$ cat src/rtl/pipe_ctrl_pkg.sv
// pipe_ctrl_pkg
//   Shared definitions for the pipeline hazard/stall controller:
//   FSM state encodings, the legal load-use bubble counts and the
//   hardwired-zero register number.
package pipe_ctrl_pkg;

    typedef enum logic [1:0] {
        ST_RUN     = 2'd0,
        ST_LDSTALL = 2'd1,
        ST_MEMWAIT = 2'd2
    } state_e;

    // Bubbles per load-use hazard: 1 when EX forwarding exists, 2 without it.
    localparam int LU_CYCLES_FWD   = 1;
    localparam int LU_CYCLES_NOFWD = 2;

    // $zero never carries a real dependency.
    localparam logic [4:0] REG_ZERO = 5'd0;

endpackage

$ cat src/rtl/pipe_ctrl_lu_detect.sv
// lu_detect
//   Combinational load-use comparator. Flags when the load in EX writes a
//   register that the instruction in ID reads.
// Ports:
//   d_rs_i, d_rt_i  source registers of the ID instruction
//   d_use_rt_i      ID instruction actually reads Rt
//   e_memtoreg_i    EX instruction is a load
//   e_regwr_i       EX instruction writes a register
//   e_rt_i          destination register of the EX load
//   lu_o            load-use hazard present
module lu_detect
    import pipe_ctrl_pkg::*;
(
    input  logic [4:0] d_rs_i,
    input  logic [4:0] d_rt_i,
    input  logic       d_use_rt_i,
    input  logic       e_memtoreg_i,
    input  logic       e_regwr_i,
    input  logic [4:0] e_rt_i,
    output logic       lu_o
);

    logic is_load_wr;
    logic rs_hit;
    logic rt_hit;

    assign is_load_wr = e_memtoreg_i & e_regwr_i & (e_rt_i != REG_ZERO);
    assign rs_hit     = (e_rt_i == d_rs_i);
    // Rt only matters when the ID instruction reads it (not for lw/addi).
    assign rt_hit     = d_use_rt_i & (e_rt_i == d_rt_i);
    assign lu_o       = is_load_wr & (rs_hit | rt_hit);

endmodule

$ cat src/rtl/pipe_ctrl.sv
// pipe_ctrl
//   Hazard and stall controller for the 5-stage MIPS pipeline. Inserts
//   load-use bubbles, squashes the two younger instructions on a taken
//   branch/jump resolved in EX, and freezes the pipeline while a data-memory
//   access is pending. Keeps saturating stall and redirect statistics.
//   All state changes on the falling clock edge, like the pipeline registers.
// Ports:
//   CLK, Clrn             clock (negedge active), async active-low reset
//   D_Rs, D_Rt, D_UseRt   ID instruction sources
//   E_MemtoReg, E_RegWr,
//   E_Rt                  EX load description
//   E_Taken, E_Jump       redirect requests resolved in EX
//   M_MemReq, M_MemRdy    data-memory handshake of the MEM instruction
//   PC_Wr, IFID_Wr        PC / IF-ID load enables
//   IFID_Clrn, IDEX_Clrn  active-low squash/bubble
//   Pipe_En               advance enable for ID/EX, EX/MEM, MEM/WB
//   Redirect              PC mux selects branch/jump target
//   stall_cnt, flush_cnt  saturating statistics
//   state                 current FSM state
module pipe_ctrl
    import pipe_ctrl_pkg::*;
#(
    parameter int LOAD_USE_CYCLES = LU_CYCLES_FWD,
    parameter int CNT_W           = 16
) (
    input  logic             CLK,
    input  logic             Clrn,
    input  logic [4:0]       D_Rs,
    input  logic [4:0]       D_Rt,
    input  logic             D_UseRt,
    input  logic             E_MemtoReg,
    input  logic             E_RegWr,
    input  logic [4:0]       E_Rt,
    input  logic             E_Taken,
    input  logic             E_Jump,
    input  logic             M_MemReq,
    input  logic             M_MemRdy,
    output logic             PC_Wr,
    output logic             IFID_Wr,
    output logic             IFID_Clrn,
    output logic             IDEX_Clrn,
    output logic             Pipe_En,
    output logic             Redirect,
    output logic [CNT_W-1:0] stall_cnt,
    output logic [CNT_W-1:0] flush_cnt,
    output logic [1:0]       state
);

    state_e           state_q, state_d;
    state_e           ret_q, ret_d;
    state_e           eval_st;
    logic [CNT_W-1:0] stall_q, stall_d;
    logic [CNT_W-1:0] flush_q, flush_d;
    logic             lu;
    logic             mw;
    logic             mw_eff;
    logic             holding;

    function automatic logic [CNT_W-1:0] sat_inc(input logic [CNT_W-1:0] v);
        return (&v) ? v : v + {{(CNT_W-1){1'b0}}, 1'b1};
    endfunction

    lu_detect u_lu_detect (
        .d_rs_i       (D_Rs),
        .d_rt_i       (D_Rt),
        .d_use_rt_i   (D_UseRt),
        .e_memtoreg_i (E_MemtoReg),
        .e_regwr_i    (E_RegWr),
        .e_rt_i       (E_Rt),
        .lu_o         (lu)
    );

    assign mw = M_MemReq & ~M_MemRdy;

    always_comb begin
        PC_Wr     = 1'b1;
        IFID_Wr   = 1'b1;
        IFID_Clrn = 1'b1;
        IDEX_Clrn = 1'b1;
        Pipe_En   = 1'b1;
        Redirect  = 1'b0;
        state_d   = state_q;
        ret_d     = ret_q;
        eval_st   = state_q;
        mw_eff    = mw;
        holding   = 1'b0;

        // Leaving MEMWAIT behaves exactly like the state that was frozen,
        // so a redirect or hazard held in EX during the wait is not lost.
        if (state_q == ST_MEMWAIT) begin
            if (!M_MemRdy) begin
                holding = 1'b1;
                Pipe_En = 1'b0;
                PC_Wr   = 1'b0;
                IFID_Wr = 1'b0;
            end else begin
                eval_st = ret_q;
                mw_eff  = 1'b0;
            end
        end

        if (!holding) begin
            case (eval_st)
                ST_LDSTALL: begin
                    if (mw_eff) begin
                        Pipe_En = 1'b0;
                        PC_Wr   = 1'b0;
                        IFID_Wr = 1'b0;
                        state_d = ST_MEMWAIT;
                        ret_d   = ST_LDSTALL;
                    end else begin
                        PC_Wr     = 1'b0;
                        IFID_Wr   = 1'b0;
                        IDEX_Clrn = 1'b0;
                        state_d   = ST_RUN;
                    end
                end
                default: begin
                    state_d = ST_RUN;
                    if (mw_eff) begin
                        Pipe_En = 1'b0;
                        PC_Wr   = 1'b0;
                        IFID_Wr = 1'b0;
                        state_d = ST_MEMWAIT;
                        ret_d   = ST_RUN;
                    end else if (E_Taken | E_Jump) begin
                        // ID instruction is squashed, so any load-use on it is moot.
                        Redirect  = 1'b1;
                        IFID_Clrn = 1'b0;
                        IDEX_Clrn = 1'b0;
                    end else if (lu) begin
                        PC_Wr     = 1'b0;
                        IFID_Wr   = 1'b0;
                        IDEX_Clrn = 1'b0;
                        if (LOAD_USE_CYCLES == LU_CYCLES_NOFWD) begin
                            state_d = ST_LDSTALL;
                        end
                    end
                end
            endcase
        end

        // Hold everything inert while reset is asserted.
        if (!Clrn) begin
            PC_Wr     = 1'b0;
            IFID_Wr   = 1'b0;
            IFID_Clrn = 1'b0;
            IDEX_Clrn = 1'b0;
            Pipe_En   = 1'b0;
            Redirect  = 1'b0;
        end

        stall_d = PC_Wr    ? stall_q : sat_inc(stall_q);
        flush_d = Redirect ? sat_inc(flush_q) : flush_q;
    end

    always_ff @(negedge CLK or negedge Clrn) begin
        if (!Clrn) begin
            state_q <= ST_RUN;
            ret_q   <= ST_RUN;
            stall_q <= '0;
            flush_q <= '0;
        end else begin
            state_q <= state_d;
            ret_q   <= ret_d;
            stall_q <= stall_d;
            flush_q <= flush_d;
        end
    end

    assign stall_cnt = stall_q;
    assign flush_cnt = flush_q;
    assign state     = state_q;

endmodule
$ cat config.mk
export PLATFORM = sky130hd
export DESIGN_NAME = pipe_ctrl
export DESIGN_NICKNAME = d
export VERILOG_FILES = /design/src/rtl/pipe_ctrl_pkg.sv /design/src/rtl/pipe_ctrl_lu_detect.sv /design/src/rtl/pipe_ctrl.sv
export SDC_FILE = /design/constraint.sdc
export NUM_CORES = 1
export LEC_CHECK = 0
export BUFFER_PORTS_ARGS = -buffer_cell sky130_fd_sc_hd__buf_2
export CORE_MARGIN = 4
export CORE_UTILIZATION = 40
export CTS_CLUSTER_SIZE = 25
export DETAILED_ROUTE_END_ITERATION = 8
export GPL_ROUTABILITY_DRIVEN = 0
export PLACE_DENSITY_LB_ADDON = 0.25
export SYNTH_ARGS = -nofsm -noshare
export SYNTH_HDL_FRONTEND = slang
export SYNTH_SLANG_ARGS = --single-unit
export TNS_END_PERCENT = 100
$ cat constraint.sdc
create_clock -name CLK -period 4.2 [get_ports CLK]
set_input_delay 0.42 -clock CLK [delete_from_list [all_inputs] [get_ports CLK]]
set_output_delay 0.42 -clock CLK [all_outputs]
set_load 0.01 [all_outputs]
==> metrics.md <==
| Metric | Value |
|---|---|
| Clk sinks | 34 |
| Worst reg2reg path startpoint | stall_cnt[0]$_DFFE_NN0P_ |
| Kind of critical path | flip-flop to primary output |
| Hold Path Class | flip-flop to flip-flop |
| First-pass DRT Iterations | 4 |
| Area delta synth->final | 24.4% |
| Routed WL | 3.89 mm |
| DP HPWL | 2.94 mm |
| Top cells by area, synth | dfrtn_1 (46%), xnor2_1 (9.4%), xor2_1 (9.4%) |
| Top Ports | 64 |
| Setup bufs post-CTS | 0 |
| Total power | 1170 uW |
| Fill count | approximately 450 |
| Final WS setup | 142 ps |
| Via density | roughly 5 |
| Share of layout cells above drive strength 1 | between 30% and 40% |
| Reg area | 851 um2 |
| Initial core utilization | a little over two fifths |
| Main synth FF type | dfrtn_1 |
| Initial antenna violation count | 0 |
| Clock Path Buffers | 2 |
| Sequential share of the synthesized area | 45.5% |
| FFs w/ async S/R, synth | between 90% and 100% |
| P per Cell Area | 503 nW/um2 |
| Drt initial violations | 38 |
| VDD IR max | roughly 0.17 mV |
| H-tree Lvls | 2 |
| Core area | about 4400 um2 |
| Final Hold Viols | 0 |
| Routed wire per std cell | between 10 and 15 um |
| Hold path depth | 1 |
| Required time worst endpoint | approximately 3800 ps |
| Total track usage | between 10% and 20% |
| Final net count | roughly 270 |
| Commonest cells in the netlist | dfrtn_1 (34), xnor2_1 (20), xor2_1 (20), nand2_1 (16), nand4_1 (13) |
| R2R Setup Slk | 1780 ps |
| Netlist cell types | 40 |
| Post-route ant nets | 0 |
| Most instantiated library cell after synthesis | dfrtn_1 |
| EDFF count, synth | 0 |
| Max_cap viols | 0 |
| Post-synth top area share | between 40 and 50% |
| Critical path arrival | 3640 ps |
| Critical Path Start Type | flip-flop |
| CP Capture Point | IFID_Wr |
| Least-Margin Pin Slew | about 1100 ps |
| CTS tree | built |
| I/O Buffers | 62 |
| Row count | 24 |
| Diode count | 0 |
| DR DRC count | 0 |
| Clock root buffer | clkbuf_8 |
| Synthesized Nets | 198 |
| Yosys warning count | 0 |
| Die Wd | around 76 um |
| Synth Cell Area | approximately 1900 um2 |
| Clock latency on the worst-skew pair | 290 ps |
| Synth Area per Inst | 10.9 um2 |
| Largest net degree at the start of global routing | 34 |
| RSZ-0062 raised after global routing | no |
| Area leader, netlist | dfrtn_1 |
| Worst setup EP type | primary output |
| Pre-CTS setup slack | -33.6 ps |
| Routed via count | between 1000 and 1500 |
| HP Start | flush_cnt[14]$_DFFE_NN0P_ |
| Global-route wire length before repair | 6.62 mm |
| Setup Viol. Count Final | 0 |
| Die area | 5830 um2 |
| Area occupied by multi-input gates | roughly 970 um2 |
| Clk_skew | about 4.1 ps |
| Status | completed |
| Die Ht | 76.3 um |
| Crit path from | state[1]$_DFFE_NN0N_ |
| Synth Instances | around 170 |
| Static leakage | 0.00111 uW |
| Number of global-route vias before repair | about 1500 |
| Max-slew violation count | 0 |
| Slew margin rel. | between 20% and 30% |
| Grt total ovfl | 0 |
| Cts bufs inserted | 5 |
| Worst r2r path cells | 5 |
| Clock-pin slew on the worst setup and hold paths | 50 ps |
| FF-to-FF End | stall_cnt[1]$_DFFE_NN0P_ |
| CP Max Fanout | 16 |
| Register bit total from synthesis | 34 |
==> where the power goes <==
| group | total, uW | internal [uW] | switching, uW |
|---|---|---|---|
| Sequential | 549 | 432 | 117 |
| Combinational | 386 | 185 | 201 |
| Clock | 236 | 126 | 109 |
| Total | 1170 | 742 | 428 |
==> worst min-delay path by stage <==
stage	slack, ps	end
floorplan	460	flush_cnt[4]$_DFFE_NN0P_
global placement	430	flush_cnt[14]$_DFFE_NN0P_
detailed placement	440	stall_cnt[15]$_DFFE_NN0P_
CTS	440	flush_cnt[14]$_DFFE_NN0P_
global route	450	flush_cnt[14]$_DFFE_NN0P_
finish	440	flush_cnt[14]$_DFFE_NN0P_
==> cell type report <==
class | instances | share of cell area (%)
flip-flops and latches | 34 | 36.6
inverters | 3 | 0.484
clock buffers | 6 | 3.55
well taps | 52 | 2.80
repair buffers | 65 | 14.9
multi-input cells | 130 | 41.7
==> cell usage in the layout, fill, tap and decap left out, types with 2 or more instances in the layout <==
cell / count
xor2_1: 20
nor4_1: 4
inv_1: 3
buf_2: 62
nand3_1: 7
dfrtn_1: 34
nand2_1: 16
buf_4: 2
nand4_1: 13
nor2_2: 2
nor2_1: 10
ha_1: 2
nor3_2: 8
clkbuf_8: 6
and3_1: 5
xnor2_1: 20
==> worst max-delay path, stage by stage, from the launching register on <==
cell,delay (ps)
dfrtn_1,410
a21boi_2,200
o21ai_1,110
a31oi_4,200
buf_12,180
buf_2,140
==> flip-flops by register name, indices dropped and copies added, names as in the netlist <==
| register | flops |
|---|---|
| flush_cnt | 16 |
| stall_cnt | 16 |
| ret_q | 1 |
| state | 1 |
==> through the flow <==
stage	setup TNS, ps	std cells	area, um2	hold slack [ps]	utilization, %
6_report	0	290	2320	439	52.3
5_1_grt	0	290	2320	452	52.3
4_1_cts	0	290	2320	440	52.3
3_5_place_dp	-137	284	2240	443	50.4
3_3_place_gp	0	284	2240	433	50.4
2_1_floorplan	0	172	1870	456	-
==> per-layer routing <==
layer | share of wire (%) | global-route usage [%]
met5 | 0 | 0
met4 | 1.9 | 5.98
met3 | 6.1 | 4.14
met2 | 45 | 22.5
met1 | 47 | 17.3
==> cell families (layout without fill, tap and decap cells) <==
kind of cell             Yosys count  count (layout)  synth area share [%]
AND/OR/NAND/NOR                   75              75                  23.8
XOR/XNOR                          40              40                  18.8
flip-flops                        34              34                  45.5
AO/OA/AOI/OAI                     10              10                  6.23
buffers and inverters              8              74                  2.68
adder cells (fa/ha/maj)            2               2                  1.34
multiplexers                       2               2                  1.41
other                              1               1                 0.201
==> timing repair <==
item	4_1_cts	5_1_grt
hold buffers	0	0
resized for setup	0	2
setup endpoints to repair	0	2
(Power assumes the default switching activity.)
